`src/rtl/ps2_receiver.sv`:
```
// PS/2 keyboard line deserialiser: synchronises the raw lines, frames 11-bit
// words on falling PS/2 clock edges and strobes good bytes or frame errors.
//
// state  | meaning
// IDLE   | waiting for a start bit (data 0 on a falling edge)
// DATA   | shifting in 8 data bits, LSB first
// PARITY | capturing the odd-parity bit
// STOP   | checking the stop bit and parity, then publishing or dropping
module ps2_receiver #(
   parameter int SYNC_STAGES    = 2,
   parameter int TIMEOUT_CYCLES = 50000
) (
   input  logic       iClk,
   input  logic       iReset,
   input  logic       iPs2Clk,
   input  logic       iPs2Data,
   output logic [7:0] oData,
   output logic       oFlag,
   output logic       oParityErr,
   output logic       oFrameErr
);

   localparam int TW = $clog2(TIMEOUT_CYCLES + 1);

   typedef enum logic [1:0] {IDLE, DATA, PARITY, STOP} state_t;

   logic [SYNC_STAGES-1:0] clk_sync_q;
   logic [SYNC_STAGES-1:0] data_sync_q;
   logic                   prev_clk_q;
   state_t                 state_q, state_d;
   logic [2:0]             bit_cnt_q, bit_cnt_d;
   logic [7:0]             shift_q, shift_d;
   logic                   parity_q, parity_d;
   logic [TW-1:0]          tmo_q, tmo_d;
   logic [7:0]             data_q, data_d;
   logic                   flag_q, flag_d;
   logic                   perr_q, perr_d;
   logic                   ferr_q, ferr_d;
   logic                   clk_s, data_s, fe, tmo_hit;

   assign clk_s   = clk_sync_q[SYNC_STAGES-1];
   assign data_s  = data_sync_q[SYNC_STAGES-1];
   assign fe      = prev_clk_q & ~clk_s;
   assign tmo_hit = (state_q != IDLE) && (tmo_q == TW'(TIMEOUT_CYCLES));

   always_ff @(posedge iClk) begin
      if (iReset) begin
         clk_sync_q  <= '1;
         data_sync_q <= '1;
         prev_clk_q  <= 1'b1;
         state_q     <= IDLE;
         bit_cnt_q   <= '0;
         shift_q     <= '0;
         parity_q    <= 1'b0;
         tmo_q       <= '0;
         data_q      <= '0;
         flag_q      <= 1'b0;
         perr_q      <= 1'b0;
         ferr_q      <= 1'b0;
      end else begin
         clk_sync_q  <= {clk_sync_q[SYNC_STAGES-2:0], iPs2Clk};
         data_sync_q <= {data_sync_q[SYNC_STAGES-2:0], iPs2Data};
         prev_clk_q  <= clk_s;
         state_q     <= state_d;
         bit_cnt_q   <= bit_cnt_d;
         shift_q     <= shift_d;
         parity_q    <= parity_d;
         tmo_q       <= tmo_d;
         data_q      <= data_d;
         flag_q      <= flag_d;
         perr_q      <= perr_d;
         ferr_q      <= ferr_d;
      end
   end

   always_comb begin
      state_d   = state_q;
      bit_cnt_d = bit_cnt_q;
      shift_d   = shift_q;
      parity_d  = parity_q;
      data_d    = data_q;
      flag_d    = 1'b0;
      perr_d    = 1'b0;
      ferr_d    = 1'b0;
      tmo_d     = (fe || state_q == IDLE) ? '0 : tmo_q + TW'(1);

      // A stalled PS/2 clock mid-frame abandons the frame even if an edge
      // would have arrived in the same cycle; that edge is already too late.
      if (tmo_hit) begin
         state_d = IDLE;
         ferr_d  = 1'b1;
         tmo_d   = '0;
      end else if (fe) begin
         case (state_q)
            IDLE: begin
               if (!data_s) begin
                  state_d   = DATA;
                  bit_cnt_d = '0;
               end
            end
            DATA: begin
               shift_d   = {data_s, shift_q[7:1]};
               bit_cnt_d = bit_cnt_q + 3'd1;
               if (bit_cnt_q == 3'd7) state_d = PARITY;
            end
            PARITY: begin
               parity_d = data_s;
               state_d  = STOP;
            end
            STOP: begin
               state_d = IDLE;
               if (!data_s) begin
                  ferr_d = 1'b1;
               end else if (^{shift_q, parity_q} != 1'b1) begin
                  perr_d = 1'b1;
               end else begin
                  data_d = shift_q;
                  flag_d = 1'b1;
               end
            end
            default: state_d = IDLE;
         endcase
      end
   end

   assign oData      = data_q;
   assign oFlag      = flag_q;
   assign oParityErr = perr_q;
   assign oFrameErr  = ferr_q;

endmodule

```
`config.mk`:
```
export PLATFORM = sky130hd
export DESIGN_NAME = ps2_receiver
export DESIGN_NICKNAME = d
export VERILOG_FILES = /design/src/rtl/ps2_receiver.sv
export SDC_FILE = /design/constraint.sdc
export NUM_CORES = 1
export LEC_CHECK = 0
export CORE_AREA = 2 2 69 71
export CTS_CLUSTER_DIAMETER = 80
export DETAILED_ROUTE_END_ITERATION = 8
export DIE_AREA = 0 0 71 73
export HOLD_SLACK_MARGIN = 0.02
export MAX_ROUTING_LAYER = met4
export PLACE_DENSITY = 0.78
export SYNTH_ARGS = -nofsm -noshare
export SYNTH_HDL_FRONTEND = slang
export SYNTH_SLANG_ARGS = --single-unit
```
`constraint.sdc`:
```
create_clock -name iClk -period 5 [get_ports iClk]
set_input_delay 0.75 -clock iClk [delete_from_list [all_inputs] [get_ports iClk]]
set_output_delay 0.75 -clock iClk [all_outputs]
set_load 0.02 [all_outputs]
```
* After elaboration in Yosys (flattened, before gate mapping)
Cells that the tools add are included.
W data, S select, Z words.
** Word-level totals
- Bits in registers :: 46
- Output and inout port bits :: 11
** Cells by class
- Add/subtract/negate cells :: 2
- Eq/ne operators :: 7
- Muxes and demuxes :: 11
- Bitwise operators :: 6
- Reductions and logical operators :: 14
** Operator list (number)
- $add A16 B1 Y16 const B :: 1
- $eq A16 B16 Y1 const B :: 1
- $reduce_and A3 Y1 :: 3
- $reduce_xor A9 Y1 :: 1
- $pmux W2 S4 :: 1
- $mux W1 :: 6
- $pmux W3 S2 :: 1
- $not A1 Y1 :: 5
- $reduce_and A5 Y1 :: 1
- $reduce_or A5 Y1 :: 1
- $eq A2 B2 Y1 const B :: 2
- $mux W2 :: 2
- $ne A2 B2 Y1 const B :: 2
- $reduce_and A4 Y1 :: 1
- $reduce_bool A2 Y1 :: 2
- $add A3 B1 Y3 const B :: 1
- $eq A3 B3 Y1 const B :: 1
- $mux W3 :: 1
- $reduce_or A3 Y1 :: 1
- $eq A2 B1 Y1 const B :: 1
- $logic_not A2 Y1 :: 1
- $reduce_or A2 Y1 :: 1
- $and A1 B1 Y1 :: 1
- $logic_and A1 B1 Y1 :: 1
- $logic_or A1 B1 Y1 :: 1

* Depth between registers and ports, before layout
Gate-level depths: netlist of the first run.
- Depth after elaboration :: 4
- Gate-level depth with buffers :: 9
- Gate-level depth less buffers :: 7

* Least setup slack after synthesis of the first run
OpenSTA, ideal clock, no wires.
- Path type :: register to register
- From :: reg state_q[0]
- To :: reg tmo_q[12]
- Data arrival time :: 1884 ps
- Required time :: 4885 ps
- Slack :: 3001 ps
- Stages on the path, launching flop included :: 10
- Path buffers :: 2
- Period minus slack after synthesis :: 1999 ps
- Cells stage by stage :: dfxtp_1 inv_1 ha_1 nand4bb_1 or4_4 buf_6 nor2b_4 nand2_4 buf_6 nor2_1
** Between the ends
- Longest elaborated chain between the ends :: 3
** RTL lines
- start: declaration :: RTL line 30 : state_t state_q, state_d;
- start signal: assignment :: RTL line 64 : state_q <= state_d;
- $reduce_bool A2 Y1 or $logic_not A2 Y1 (tied branches) :: RTL line 44, 85
- $logic_and A1 B1 Y1 or $logic_or A1 B1 Y1 (tied branches) :: RTL line 44, 85
- $reduce_or A3 Y1 (no line) *
- end signal: assignment :: RTL line 68 : tmo_q <= tmo_d;
- end: declaration :: RTL line 34 : logic [TW-1:0] tmo_q, tmo_d;
Mark *: on every way between the ends. The rest lies on a longest branch, timed or not.
A chain may end at the register's enable or synchronous reset.

* Final worst setup path of the first run
- From :: reg state_q[0]
- To :: reg bit_cnt_q[2]
** Between the ends
- Longest elaborated chain between the ends :: 4
** RTL lines
- branches (longest 4 deep; another with $reduce_and A4 Y1)
- end signal: assignment :: RTL line 65 : bit_cnt_q <= bit_cnt_d;
- end: declaration :: RTL line 31 : logic [2:0] bit_cnt_q, bit_cnt_d;
Parallel ways; which one is timed is not known.

==> results of run 1 <==
## metrics by stage
step                 util  instances
global placement    0.498        274
CTS                 0.519        282
finish              0.519        282
floorplan               -        214
global route        0.519        282
detailed placement  0.498        274
## worst paths after layout
path / from / cells past startpoint / endpoint
worst min register to register: data_sync_q[0] / 1 / data_sync_q[1]
worst max-delay path: state_q[0] / 7 / bit_cnt_q[2]
worst min-delay path: data_sync_q[0] / 1 / data_sync_q[1]
worst max register to register: state_q[0] / 7 / bit_cnt_q[2]
## sequential cells by signal, summed over array words and instances (netlist names)
register / cells
parity_q: 1
oFrameErr: 1
oFlag: 1
prev_clk_q: 1
oParityErr: 1
oData: 8
bit_cnt_q: 3
tmo_q: 16
data_sync_q: 2
clk_sync_q: 2
shift_q: 8
state_q: 2
## power breakdown
part | internal [W] | total (W) | leakage (nW) | switching (W)
combinational | 0.00000722 | 0.0000165 | 0.396 | 0.00000932
clock | 0.000111 | 0.000229 | 0.0472 | 0.000117
sequential | 0.000369 | 0.000371 | 0.372 | 0.00000186
total | 0.000487 | 0.000616 | 0.814 | 0.000129
## area by class of cell
cell class | instances | share of cell area
Clock buffer | 6 | 0.0351
Clock inverter | 2 | 0.00531
Inverter | 13 | 0.0207
Multi-Input combinational cell | 147 | 0.460
Sequential cell | 46 | 0.391
Tap cell | 54 | 0.0287
Timing Repair Buffer | 14 | 0.0595
## kinds of logic after synthesis
logic type	share of synthesized area
flip-flops	0.435
XOR/XNOR	0.101
AO/OA/AOI/OAI	0.0845
multiplexers	0.0567
AND/OR/NAND/NOR	0.222
buffers and inverters	0.0532
adder cells (fa/ha/maj)	0.0473
## cells in the final DEF (no fill, tap or decap), types with 2 or more instances in the layout
master / n
a22oi_1: 2
inv_1: 13
or2_2: 5
o21ai_2: 6
and2_1: 2
nor2b_1: 2
mux2i_1: 12
nand3_1: 7
and3_1: 4
or4_4: 2
clkdlybuf4s50_1: 14
xor2_1: 6
xnor2_1: 14
dfxtp_1: 46
nand4_1: 4
ha_1: 8
nand2_1: 5
nor2_1: 33
or3_1: 7
a21oi_2: 7
clkbuf_8: 6
## routing by layer
metal | global-route usage | wire, µm | up-vias
li1 | - | - | 745
met1 | 0.168 | 1620 | 664
met2 | 0.228 | 1520 | 12
met3 | 0.0373 | 76 | 6
met4 | 0.0524 | 53 | 0
met5 | - | 0 | -
## worst reg2reg max path, delay by kind of cell, from the launching register on
kind,cells,cell delay [ns]
adder cells (fa/ha/maj),1,0.27
AND/OR/NAND/NOR,3,0.60
flip-flops,1,0.38
buffers and inverters,1,0.09
AO/OA/AOI/OAI,2,0.83
==> impl_metrics.ini, run 1 <==
[power]
cellPowerDensity_mw_per_mm2 = 261
leakagePower_nw = 0.814
p_total_w = 0.000616
peakVddDrop_mv = 0.113

[floorplan]
start_util = 0.467
core_area_mm2 = 0.00454
fp.dieW_um = 71
dieArea_mm2 = 0.00518
io-pin-count = 15
num_rows = 25
die_y_um = 73

[worst_setup_path]
critPathTopFamily = compound AO/OA/AOI/OAI gates
critPathMaxStageDelay_ns = 0.65
required_ns = 5.14
worstSetupStartpointType = flop
crit_fanout = 9
cp_slowest_cell = o41a_1
end_kind = flop
critPathBufInv = 1
regToRegSetupSlack_ns = 2.68
arrival_ns = 2.46
crit_chain = inv_1 > ha_1 > nand4bb_1 > o41a_1 > and2_1 > a22oi_1 > nor2_1
critical_path_class = reg -> reg

[min_path]
hold_class = reg -> reg

[global_routing]
grt_pass1_wl_um = 5660
grt.overflow.total = 0
antenna_found_initial = 0
grt_usage = 0.141
grt_start_max_net_pins = 30
grt_pass1_vias = 1303

[cts]
cts_buffers = 5
clockBufferDepth = 2
cts_setup_buffers = 0
cts_tree = done
holdBufCountCts = 0
path_clk_slew_ns = 0.08
clkSinkCount = 46
htreeDepth = 2
cts_root_buf = clkbuf_8
clock_latency_ns = 0.29
cts_resized = 0

[placed_design]
hpwl_um = 2340
numPortBuffers = 14
place_ws_ns = 2.43
place_area_mm2 = 0.00226
gp_congestion = 0.792

[cells_and_area]
drive_gt1_frac = 0.145
seq_area_um2 = 921
synthToLayoutAreaGrowth_pct = 11.3
multi_input_area_mm2 = 0.00108
fin_area_mm2 = 0.00236
insertedDiodeCount = 0
fillCellCount = 387
final_nets = 239

[synth]
ys_warn_count = 0
synth_seq_cells = 46
synth_edf_count = 0
syn-num-nets = 226
yosysTopAreaCell = dfxtp_1
synth_seq_area_share = 0.435
syn-cell-area_mm2 = 0.00212
synth_commonest_cells = dfxtp_1, nor2_1, xnor2_1
synthCells = 214
synth_top_area_share = 0.435
netlist-cell-type-count = 44
synth_ff_type = dfxtp_1
async_flop_share = 0
synth.most_common_cell = dfxtp_1
syn_avg_cell_area_um2 = 9.89
yosys-top-cells-area = dfxtp_1, nor2_1, xnor2_1

[sta]
slew_headroom = 0.188
tightest_slew_ns = 1.21
fin_crit_ns = 2.32
post-route-period-util = 0.465
setup_tns_ns = 0
hold_ws_ns = 0.416
max_freq_ghz = 0.430
setup_viol = 0
finalHoldViolations = 0
skew_ns = 0.00698
rsz0062_at_grt = false
setup_ws_ns = 2.68
slew_violations = 0

[routing]
dr.pass1.iters = 4
vias = 1427
drc = 0
viasPerCell = 5.06
routedWlPerCell_um = 11.6
postRouteAntennaNets = 0
wirelength_um = 3270
drt_iter0_markers = 36

[run]
cap_violations = 0

[status]
status = finished clean
Power figures use the tool's default switching activity.
==> run 2, diff against run 1 <==
==> constraint.sdc (replaced) <==
create_clock -name iClk -period 2.4 [get_ports iClk]
set_input_delay 0.36 -clock iClk [delete_from_list [all_inputs] [get_ports iClk]]
set_output_delay 0.36 -clock iClk [all_outputs]
set_load 0.02 [all_outputs]
==> impl_metrics.ini, run 2 (same netlist as run 1, synthesis figures left out) <==
[power]
share_seq_of_total_power = 0.557
switching_share = 0.210
p_clk_frac = 0.416
cellPowerDensity_mw_per_mm2 = 578
leakagePower_nw = 0.833
pwr-share-comb = 0.026
internal_power_w = 0.00109
switchingPower_w = 0.000291
peakVddDrop_mv = 0.261

[floorplan]
die_y_um = 73
dieArea_mm2 = 0.00518
fp.dieW_um = 71
start_util = 0.467
io-pin-count = 15
core_area_mm2 = 0.00454
num_rows = 25

[run]
cap_violations = 0

[cts]
htreeDepth = 2
cts_setup_buffers = 0
clock_latency_ns = 0.30
path_clk_slew_ns = 0.09
cts_tree = done
cts_buffers = 5
cts_root_buf = clkbuf_8
clkSinkCount = 46
clockBufferDepth = 2
cts_resized = 0
holdBufCountCts = 0

[routing]
drt_iter0_markers = 95
dr.pass1.iters = 4
postRouteAntennaNets = 0
viasPerCell = 4.98
vias = 1420
routedWlPerCell_um = 12.2
wirelength_um = 3470
drc = 0

[placed_design]
place_area_mm2 = 0.00228
numPortBuffers = 14
placedCellCount = 277
gp_congestion = 0.807
place_ws_ns = 0.319
hpwl_um = 2500

[global_routing]
grt_pass1_wl_um = 5960
grt_start_max_net_pins = 18
grt_pass1_vias = 1354
grt_usage = 0.152
antenna_found_initial = 0
grt.overflow.total = 0

[worst_setup_path]
crit_chain = inv_1 > ha_1 > nand4bb_1 > or4_4 > nor2b_4 > nand2_4 > nor2_1
cp_slowest_cell = or4_4
crit_fanout = 15
arrival_ns = 2.30
critPathMaxStageDelay_ns = 0.61
end_kind = flop
worstSetupStartpointType = flop
required_ns = 2.60
critical_path_class = reg -> reg

[sta]
max_freq_ghz = 0.477
tightest_slew_ns = 0.644
skew_ns = 0.00809
fin_crit_ns = 2.10
setup_viol = 0
finalHoldViolations = 0
setup_ws_ns = 0.304
setup_tns_ns = 0
rsz0062_at_grt = false
hold_ws_ns = 0.412
post-route-period-util = 0.873
slew_violations = 0
slew_headroom = 0.570

[cells_and_area]
final_nets = 242
final_cells = 285
top_register = tmo_q
layout_commonest_cell = dfxtp_1
largest_reg_flops = 16
drive_gt1_frac = 0.156
synthToLayoutAreaGrowth_pct = 13.2
fin_area_mm2 = 0.00240
most-common-layout-cells = dfxtp_1, nor2_1, xnor2_1, clkdlybuf4s50_1, inv_1
insertedDiodeCount = 0

[status]
status = finished clean

[min_path]
hold_class = reg -> reg
[run 2: changes by cell type in the layout (fill, tap and decap cells not counted), sizes merged]
cell / before / now
clkinv: 1 / 0
bufinv: 0 / 1
buf: 0 / 3
clkbuf: 6 / 5
clkinvlp: 1 / 2
[run 2: worst paths after layout]
path	startpoint	end	slack (ns)	cells after the start
min reg2reg	clk_sync_q[0]	clk_sync_q[1]	0.41	1
max reg2reg	state_q[0]	tmo_q[15]	0.30	7
max	state_q[0]	tmo_q[15]	0.30	7
min	clk_sync_q[0]	clk_sync_q[1]	0.41	1
[run 2: power groups by stage]
stage          sequential (W)  clock [W]  combinational, W
5_1_grt              0.000773   0.000623         0.0000402
4_1_cts              0.000772   0.000593         0.0000372
6_report             0.000772   0.000577         0.0000366
3_3_place_gp         0.000790          0         0.0000364
2_1_floorplan        0.000792          0         0.0000203
3_5_place_dp         0.000790          0         0.0000372
[run 2: routing by layer]
metal	share of wire	global-route usage
met1	0.50	0.190
met2	0.46	0.229
met3	0.025	0.0456
met4	0.018	0.0629
met5	0	-
[run 2: area by class of cell]
| class | count | area [µm²] |
|---|---|---|
| inverters | 13 | 48.8 |
| well taps | 54 | 67.6 |
| clock buffers | 5 | 68.8 |
| multi-input cells | 147 | 1080 |
| fillers | 398 | 2140 |
| flip-flops and latches | 46 | 921 |
| clock inverters | 3 | 45.0 |
| repair buffers | 17 | 163 |
[run 2: critical path, delay by kind of cell (launching register included)]
kind	cells	cell delay (ns)
AND/OR/NAND/NOR	5	1.27
flip-flops	1	0.37
adder cells (fa/ha/maj)	1	0.27
buffers and inverters	1	0.09
[run 2: per-stage QoR]
stage	util	power, W
after global placement	0.503	0.000826
after global routing	0.529	0.00144
after CTS	0.529	0.00140
after floorplan	-	0.000812
after detailed placement	0.503	0.000827
final	0.529	0.00139
==> run 3, diff against run 2 <==
--- a/config.mk
+++ b/config.mk
@@ -6,12 +6,12 @@
 export NUM_CORES = 1
 export LEC_CHECK = 0
 export CORE_AREA = 2 2 69 71
-export CTS_CLUSTER_DIAMETER = 80
+export CTS_CLUSTER_DIAMETER = 40
 export DETAILED_ROUTE_END_ITERATION = 8
 export DIE_AREA = 0 0 71 73
 export HOLD_SLACK_MARGIN = 0.02
 export MAX_ROUTING_LAYER = met4
-export PLACE_DENSITY = 0.78
+export PLACE_DENSITY = 0.81
 export SYNTH_ARGS = -nofsm -noshare
 export SYNTH_HDL_FRONTEND = slang
 export SYNTH_SLANG_ARGS = --single-unit
==> constraint.sdc (replaced) <==
create_clock -name iClk -period 1.8 [get_ports iClk]
set_input_delay 0.27 -clock iClk [delete_from_list [all_inputs] [get_ports iClk]]
set_output_delay 0.27 -clock iClk [all_outputs]
set_load 0.02 [all_outputs]
==> impl_metrics.ini, run 3 (same netlist as run 1, synthesis figures left out) <==
[power]
p_total_w = 0.00185
peakVddDrop_mv = 0.318
cellPowerDensity_mw_per_mm2 = 683
leakagePower_nw = 1.00

[worst_setup_path]
critPathBufInv = 0
worstSetupStartpointType = flop
crit_chain = or4bb_1 > or4_4 > nand2_8 > or3_1 > a21oi_2
end_kind = flop
cp_slowest_cell = or4_4
critPathTopFamily = simple AND/OR/NAND/NOR gates
required_ns = 1.99
critical_path_class = reg -> reg
critPathMaxStageDelay_ns = 0.58
crit_fanout = 17
arrival_ns = 2.09

[routing]
drc = 0
routedWlPerCell_um = 12.7
postRouteAntennaNets = 0
vias = 1576
drt_iter0_markers = 122
dr.pass1.iters = 4
wirelength_um = 3990
viasPerCell = 5.02

[sta]
setup_tns_ns = -2.47
finalHoldViolations = 0
setup_ws_ns = -0.0995
max_freq_ghz = 0.526
post-route-period-util = 1.06
skew_ns = 0.00690
tightest_slew_ns = 0.486
fin_crit_ns = 1.90
rsz0062_at_grt = true
slew_headroom = 0.675
setup_viol = 31
hold_ws_ns = 0.418
slew_violations = 0

[placed_design]
numPortBuffers = 14
place_area_mm2 = 0.00252
hpwl_um = 2690
gp_congestion = 0.791

[cells_and_area]
synthToLayoutAreaGrowth_pct = 27.9
drive_gt1_frac = 0.315
layout_commonest_cell = dfxtp_1
insertedDiodeCount = 0
fillCellCount = 345
final_util = 0.597
most-common-layout-cells = dfxtp_1, nor2_1, buf_4, xnor2_1, clkdlybuf4s50_1
fin_area_mm2 = 0.00271
final_nets = 271
top_register = tmo_q
largest_reg_flops = 16

[status]
status = finished, violations left
failed_checks = negative setup slack

[cts]
clkSinkCount = 46
clock_latency_ns = 0.30
holdBufCountCts = 0
clockBufferDepth = 2
cts_buffers = 5
cts_tree = done
htreeDepth = 2
cts_root_buf = clkbuf_8
path_clk_slew_ns = 0.08

[global_routing]
grt_start_max_net_pins = 30
grt_pass1_wl_um = 6620
grt_usage = 0.170
grt_pass1_vias = 1473
grt.overflow.total = 0
antenna_found_initial = 0

[floorplan]
io-pin-count = 15
fp.dieW_um = 71
start_util = 0.467
num_rows = 25
die_y_um = 73
dieArea_mm2 = 0.00518
core_area_mm2 = 0.00454

[min_path]
hold_class = reg -> reg

[run]
cap_violations = 0
-- run 3: cell types whose count changed in the layout (fill, tap and decap cells not counted), moves of 2 or more --
cell,change
buf_4,+25
buf_6,+2
dfxtp_1,-5
dfxtp_2,+5
nand3_1,-2
nor2_1,-2
nor2_2,+2
or3_1,-3
or3_4,+3
-- run 3: routing by layer --
layer,vias up,part of all wire,track usage
li1,813,-,-
met1,730,0.47,0.203
met2,28,0.48,0.270
met3,5,0.038,0.0456
met4,0,0.019,0.0734
met5,-,0,-
-- run 3: cell type report --
type / instances / area, µm² / share of cell area
clock buffer: 6 / 72.6 / 0.0268
sequential: 46 / 927 / 0.342
timing repair buffer: 45 / 393 / 0.145
clock inverter: 2 / 37.5 / 0.0139
tap: 54 / 67.6 / 0.0250
inverter: 13 / 48.8 / 0.0180
multi-input combinational: 148 / 1160 / 0.429
-- run 3: path summary, 6_finish.rpt --
check                     start             to  slack, ns  depth (start not counted)
setup / recovery      tmo_q[11]       oData[2]       -0.1                          5
hold / removal    clk_sync_q[0]  clk_sync_q[1]       0.42                          1
setup reg to reg      tmo_q[11]       oData[2]       -0.1                          5
hold reg to reg   clk_sync_q[0]  clk_sync_q[1]       0.42                          1
-- run 3: repair_timing --
item | in CTS | in global routing
buffers inserted | 1 | 1
gates cloned | 1 | 0
pin swaps | 8 | 1
setup endpoints to repair | 31 | 41
gates resized for setup | 6 | 7
-- run 3: report_power, final --
group | total [W] | internal, W | switching (W)
clock network | 0.000759 | 0.000414 | 0.000344
registers | 0.00103 | 0.00102 | 0.00000546
logic | 0.0000606 | 0.0000280 | 0.0000326
-- run 3: per-stage QoR --
step | instances | setup slack (ns)
5_1_grt | 314 | -0.165
3_5_place_dp | 303 | -0.110
4_1_cts | 313 | -0.117
6_report | 314 | -0.0995
3_3_place_gp | 303 | -0.0724
2_1_floorplan | 214 | -0.130
